`src/rtl/reorder_buffer.sv`:
```
// reorder_buffer: circular in-order retirement buffer fed by the ID->ROB stage.
// Entries are allocated in program order, completed out of order by tag and
// retired in order from the head.
// Optional feature macro: ROB_OPERAND_LOOKUP_EN adds two combinational operand
// lookup ports that see stored results plus a same-cycle writeback bypass.
module reorder_buffer #(
    parameter int ROB_DEPTH_LOG2     = 4,
    parameter int RF_ADDR_BUS_WIDTH  = 5,
    parameter int EXC_TYPE_BUS_WIDTH = 8,
    parameter int ADDR_BUS_WIDTH     = 32,
    parameter int DATA_BUS_WIDTH     = 32
) (
    input  logic                          clk,
    input  logic                          rst,
    input  logic                          flush,
    input  logic                          alloc_en,
    output logic                          alloc_ready,
    output logic [ROB_DEPTH_LOG2-1:0]     alloc_tag,
    input  logic                          reg_write_en_in,
    input  logic [RF_ADDR_BUS_WIDTH-1:0]  reg_write_addr_in,
    input  logic [EXC_TYPE_BUS_WIDTH-1:0] exception_type_in,
    input  logic                          is_delayslot_in,
    input  logic [ADDR_BUS_WIDTH-1:0]     pc_in,
    input  logic                          wb_en,
    input  logic [ROB_DEPTH_LOG2-1:0]     wb_tag,
    input  logic [DATA_BUS_WIDTH-1:0]     wb_data,
    input  logic [EXC_TYPE_BUS_WIDTH-1:0] wb_exception_type,
    output logic                          commit_valid,
    input  logic                          commit_ack,
    output logic                          commit_reg_write_en,
    output logic [RF_ADDR_BUS_WIDTH-1:0]  commit_reg_write_addr,
    output logic [DATA_BUS_WIDTH-1:0]     commit_data,
    output logic [EXC_TYPE_BUS_WIDTH-1:0] commit_exception_type,
    output logic                          commit_is_delayslot,
    output logic [ADDR_BUS_WIDTH-1:0]     commit_pc,
    output logic [ROB_DEPTH_LOG2:0]       count,
    input  logic [ROB_DEPTH_LOG2-1:0]     lookup_tag_1,
    input  logic [ROB_DEPTH_LOG2-1:0]     lookup_tag_2,
    output logic                          lookup_ready_1,
    output logic                          lookup_ready_2,
    output logic [DATA_BUS_WIDTH-1:0]     lookup_data_1,
    output logic [DATA_BUS_WIDTH-1:0]     lookup_data_2
);

    localparam int DEPTH = 1 << ROB_DEPTH_LOG2;
    localparam logic [ROB_DEPTH_LOG2:0] PTR_ONE = 1;

    // Pointers carry an extra wrap bit so full and empty are distinguishable
    logic [ROB_DEPTH_LOG2:0]   head_ptr, tail_ptr;
    logic [ROB_DEPTH_LOG2-1:0] head_idx, tail_idx;
    logic [DEPTH-1:0]          valid_q, done_q;

    logic                          rwe_q   [DEPTH];
    logic [RF_ADDR_BUS_WIDTH-1:0]  raddr_q [DEPTH];
    logic [EXC_TYPE_BUS_WIDTH-1:0] exc_q   [DEPTH];
    logic                          dly_q   [DEPTH];
    logic [ADDR_BUS_WIDTH-1:0]     pc_q    [DEPTH];
    logic [DATA_BUS_WIDTH-1:0]     data_q  [DEPTH];

    logic full;
    logic alloc_fire, wb_fire, commit_fire;

    assign head_idx = head_ptr[ROB_DEPTH_LOG2-1:0];
    assign tail_idx = tail_ptr[ROB_DEPTH_LOG2-1:0];
    assign full     = (head_idx == tail_idx) && (head_ptr[ROB_DEPTH_LOG2] != tail_ptr[ROB_DEPTH_LOG2]);

    assign alloc_ready = !full;
    assign alloc_tag   = tail_idx;
    assign count       = tail_ptr - head_ptr;

    assign alloc_fire   = alloc_en && !full;
    assign wb_fire      = wb_en && valid_q[wb_tag];
    assign commit_valid = valid_q[head_idx] && done_q[head_idx];
    assign commit_fire  = commit_valid && commit_ack;

    // Pointer and status-bit bookkeeping; later assignments win, so allocation overrides the rest
    always_ff @(posedge clk) begin
        if (rst || flush) begin
            head_ptr <= '0;
            tail_ptr <= '0;
            valid_q  <= '0;
            done_q   <= '0;
        end else begin
            if (wb_fire) begin
                done_q[wb_tag] <= 1'b1;
            end
            if (commit_fire) begin
                valid_q[head_idx] <= 1'b0;
                done_q[head_idx]  <= 1'b0;
                head_ptr          <= head_ptr + PTR_ONE;
            end
            if (alloc_fire) begin
                valid_q[tail_idx] <= 1'b1;
                done_q[tail_idx]  <= 1'b0;
                tail_ptr          <= tail_ptr + PTR_ONE;
            end
        end
    end

    // Entry payload; stale payload is harmless because every reader is gated by valid/done
    always_ff @(posedge clk) begin
        if (!rst && !flush) begin
            if (wb_fire) begin
                data_q[wb_tag] <= wb_data;
                exc_q[wb_tag]  <= exc_q[wb_tag] | wb_exception_type;
            end
            if (alloc_fire) begin
                rwe_q[tail_idx]   <= reg_write_en_in;
                raddr_q[tail_idx] <= reg_write_addr_in;
                exc_q[tail_idx]   <= exception_type_in;
                dly_q[tail_idx]   <= is_delayslot_in;
                pc_q[tail_idx]    <= pc_in;
                data_q[tail_idx]  <= '0;
            end
        end
    end

    assign commit_reg_write_en   = commit_valid ? rwe_q[head_idx]   : 1'b0;
    assign commit_reg_write_addr = commit_valid ? raddr_q[head_idx] : '0;
    assign commit_data           = commit_valid ? data_q[head_idx]  : '0;
    assign commit_exception_type = commit_valid ? exc_q[head_idx]   : '0;
    assign commit_is_delayslot   = commit_valid ? dly_q[head_idx]   : 1'b0;
    assign commit_pc             = commit_valid ? pc_q[head_idx]    : '0;

`ifdef ROB_OPERAND_LOOKUP_EN
    // Operand lookup: a same-cycle writeback to the looked-up tag beats the stored result
    always_comb begin
        lookup_ready_1 = 1'b0;
        lookup_data_1  = '0;
        lookup_ready_2 = 1'b0;
        lookup_data_2  = '0;
        if (wb_fire && (wb_tag == lookup_tag_1)) begin
            lookup_ready_1 = 1'b1;
            lookup_data_1  = wb_data;
        end else if (valid_q[lookup_tag_1] && done_q[lookup_tag_1]) begin
            lookup_ready_1 = 1'b1;
            lookup_data_1  = data_q[lookup_tag_1];
        end
        if (wb_fire && (wb_tag == lookup_tag_2)) begin
            lookup_ready_2 = 1'b1;
            lookup_data_2  = wb_data;
        end else if (valid_q[lookup_tag_2] && done_q[lookup_tag_2]) begin
            lookup_ready_2 = 1'b1;
            lookup_data_2  = data_q[lookup_tag_2];
        end
    end
`else
    logic unused_lookup_tags;
    assign unused_lookup_tags = ^{lookup_tag_1, lookup_tag_2};
    assign lookup_ready_1 = 1'b0;
    assign lookup_ready_2 = 1'b0;
    assign lookup_data_1  = '0;
    assign lookup_data_2  = '0;
`endif

endmodule

```
`config.mk`:
```
export PLATFORM = sky130hd
export DESIGN_NAME = reorder_buffer
export DESIGN_NICKNAME = d
export VERILOG_FILES = /design/src/rtl/reorder_buffer.sv
export SDC_FILE = /design/constraint.sdc
export NUM_CORES = 2
export LEC_CHECK = 0
export ABC_CLOCK_PERIOD_IN_PS = 4100
export CAP_MARGIN = 20
export CORE_MARGIN = 2
export CORE_UTILIZATION = 38
export CTS_BUF_LIST = sky130_fd_sc_hd__clkbuf_8
export DETAILED_ROUTE_END_ITERATION = 16
export PLACE_DENSITY_LB_ADDON = 0.12
export SYNTH_ARGS = -nofsm -noshare
export SYNTH_HDL_FRONTEND = slang
export SYNTH_SLANG_ARGS = --single-unit
```
`constraint.sdc`:
```
create_clock -name clk -period 4.1 [get_ports clk]
set_input_delay 0.82 -clock clk [delete_from_list [all_inputs] [get_ports clk]]
set_output_delay 0.82 -clock clk [all_outputs]
set_load 0.02 [all_outputs]
```
==> impl_metrics.env <==
export IMPL_pre_cts_ws_ns=0.393
export IMPL_crit_fanout=7
export IMPL_grt_util_all_layers=0.225
export IMPL_clockBufferDepth=3
export IMPL_seqPwrFrac=0.534
export IMPL_design_area_um2=68100
export IMPL_ir_drop_mv=0.244
export IMPL_drv_cap=0
export IMPL_start_util=0.382
export IMPL_viasPerCell=5.43
export IMPL_io_buffers=186
export IMPL_min_period_over_period=1.01
export IMPL_gp_congestion=0.759
export IMPL_placed_area_um2=61400
export IMPL_crit_slowest_cell="mux4_2"
export IMPL_path_depth=9
export IMPL_max_slew_worst_pin_slew_ns=1.05
export IMPL_cp_cell_sequence="buf_12 -> buf_16 -> buf_12 -> buf_8 -> buf_16 -> mux4_2 -> mux4_2 -> and3_4 -> buf_6"
export IMPL_hold_path_class="reg2reg"
export IMPL_slew_violations=0
export IMPL_max_slew_margin=0.296
export IMPL_htreeDepth=4
export IMPL_setup_violations=8
export IMPL_p_sw_frac=0.232
export IMPL_ys_types=46
export IMPL_cts_tree="done"
export IMPL_rows=141
export IMPL_grt_pass1_wl_mm=246
export IMPL_avgSynthCellArea_um2=15.6
export IMPL_die_w_um=389
export IMPL_syn_to_final_growth_pct=21.0
export IMPL_synth_cells=3612
export IMPL_pin_count=261
export IMPL_antenna_found_initial=19
export IMPL_vias=33098
export IMPL_p_clk_frac=0.437
export IMPL_wirelength_mm=173
export IMPL_overflow=0
export IMPL_dieHeight_um=389
export IMPL_r2r_cells=10
export IMPL_clkSinkCount=1310
export IMPL_rrSetupSlack_ns=0.99
export IMPL_hold_depth=2
export IMPL_drt_antenna_violating_nets=0
export IMPL_start_kind="register"
export IMPL_grt_pass1_vias=33796
export IMPL_clk_latency_ns=0.98
export IMPL_p_sw_w=0.00606
export IMPL_p_int_w=0.0200
export IMPL_fillers=12992
export IMPL_period_needed_ns=4.12
export IMPL_layout_setup_ws_ns=-0.0248
export IMPL_fmax_ghz=0.242
export IMPL_cts_made_buffers=220
export IMPL_finalSetupTns_ns=-0.106
export IMPL_worst_ep_arrival_time_ns=3.30
export IMPL_drt_pass1_iterations=7
export IMPL_cts_clk_slew_worst_paths_ns=0.05
export IMPL_worstSetupEndpointType="output pin"
export IMPL_worst_setup_path_type="reg2out"
export IMPL_p_comb_frac=0.029
export IMPL_violations="setup timing"
export IMPL_cpPeakStageDelay_ns=0.49
export IMPL_finalHoldViolCount=0
export IMPL_drtIter0Drc=2500
export IMPL_routedWlPerCell_um=28.3
export IMPL_root_buffer="clkbuf_8"
export IMPL_yosysWarningCount=0
export IMPL_synth_area_um2=56300
export IMPL_die_area_um2=151000
export IMPL_grt_max_degree=50
export IMPL_hpwlAfterDp_mm=91.7
export IMPL_ys_ff_latch=1310
export IMPL_required_ns=3.28
export IMPL_cp_buffers_inverters=6
export IMPL_path_delay_family="multiplexers"
export IMPL_core_area_um2=147000
export IMPL_ys_seq_area_frac=0.599
export IMPL_drc=0
export IMPL_cts_hold_buffers=0
export IMPL_finClkSkew_ns=0.0732
export IMPL_p_leak_nw=27.9
export IMPL_finalNetCount=4102
export IMPL_outcome="finished, violations left"
export IMPL_drive_above_1_share=0.320
export IMPL_power_density_nw_per_um2=383
export IMPL_rsz0062_at_grt="yes"
==> worst paths after layout <==
path,from,endpoint
worst max-delay path,register,commit_pc[17]
worst min-delay path,data_q[6][19]$_SDFFE_PP0P_,data_q[6][19]$_SDFFE_PP0P_
worst max register to register,head_ptr[1]$_SDFFE_PP0N_,raddr_q[15][3]$_DFFE_PP_
worst min register to register,data_q[6][19]$_SDFFE_PP0P_,data_q[6][19]$_SDFFE_PP0P_
==> synth_stat cells (all sizes together) <==
cell type,n,share of area
mux2i,515,0.092
a22oi,4,0.00053
a211oi,12,0.0016
xnor2,3,0.00047
clkbuf,180,0.012
nor3b,5,0.00076
or3,2,0.00022
or2,9,0.0010
and2,3,0.00033
a21oi,19,0.0017
mux4,447,0.18
or3b,1,0.00016
and4,1,0.00016
a311o,15,0.0027
nor2b,4,0.00044
ha,12,0.0027
dfxtp,558,0.20
nor2,533,0.036
nand3,10,0.00089
and3,101,0.011
a21o,2,0.00027
nor3,5,0.00044
a41o,1,0.00018
nand4,2,0.00022
buf,194,0.022
a311oi,6,0.00093
o21a,15,0.0020
o21ai,13,0.0012
xor2,4,0.00062
fa,1,0.00036
clkinv,1,0.000067
mux2,128,0.026
edfxtp,752,0.40
nand2,34,0.0025
nand2b,3,0.00033
inv,8,0.00053
a31o,4,0.00062
and3b,4,0.00062
conb,1,0.000067
==> area by class of cell <==
cell class	count	area (µm²)	area share
flip-flops and latches	1310	33800	0.496
multi-input cells	1984	21500	0.315
repair buffers	459	6130	0.0899
clock buffers	243	3340	0.0491
well taps	1930	2410	0.0354
clock inverters	160	950	0.0139
inverters	9	38.8	0.000569
diodes	6	15.0	0.000220
==> worst register-to-register path: cells and delay by family (launching register included) <==
| kind | cells | cell delay, ns |
|---|---|---|
| fa+ha+maj | 1 | 0.30 |
| simple gates | 4 | 0.91 |
| flops | 1 | 0.33 |
| buf+inv | 5 | 1.19 |
==> state kept, by name, indices dropped and copies added (netlist names), 16 cells and up, named ones only <==
name	cells
raddr_q	80
dly_q	16
rwe_q	16
exc_q	128
valid_q	16
data_q	512
pc_q	512
done_q	16
==> logic make-up after synthesis <==
kind of cell,count (synthesis),share of synthesized area
mux,1090,0.296
compound gates,91,0.0116
fa+ha+maj,13,0.00302
xor+xnor,7,0.00109
other cells,1,0.0000666
flops,1310,0.599
simple gates,717,0.0548
buf+inv,383,0.0341
==> per-stage QoR <==
stage	std cells	hold slack [ns]	total power [W]	util
floorplan	3677	0.458	0.0147	-
global placement	5582	0.469	0.0150	0.416
detailed placement	5582	0.475	0.0150	0.416
CTS	6077	0.489	0.0264	0.457
global route	6098	0.504	0.0270	0.462
finish	6101	0.488	0.0261	0.462
==> power by group through the flow <==
stage / Combinational [W] / Sequential [W] / Clock (W)
2_1_floorplan: 0.000453 / 0.0142 / 0
3_3_place_gp: 0.000737 / 0.0142 / 0
3_5_place_dp: 0.000741 / 0.0142 / 0
4_1_cts: 0.000755 / 0.0139 / 0.0117
5_1_grt: 0.000811 / 0.0139 / 0.0123
6_report: 0.000754 / 0.0139 / 0.0114
==> placed cells by master, fill, tap and decap left out, types with 35 or more instances in the layout <==
master / instances
inv_1: 86
nor2_1: 520
clkdlybuf4s50_1: 103
and3_4: 67
mux2_2: 128
clkbuf_8: 243
mux4_2: 443
edfxtp_1: 752
mux2i_1: 515
conb_1: 66
buf_6: 78
buf_16: 35
buf_12: 90
buf_4: 105
dfxtp_1: 553
==> repair_timing <==
item	4_1_cts	5_1_grt
cloned	29	12
setup buffers	64	18
pin swaps	7	12
gates resized for setup	449	169
endpoints found under the setup margin	81	77
==> metal layers <==
metal,vias to the layer above,part of all wire,track usage,routed length (µm)
li1,14493,-,-,-
met2,943,0.49,0.371,84000
met5,-,0.00056,0,96
met4,14,0.022,0.0538,3720
met1,17386,0.44,0.309,75700
met3,262,0.053,0.0398,9190
Note: power is estimated with default switching activity, not from simulation.
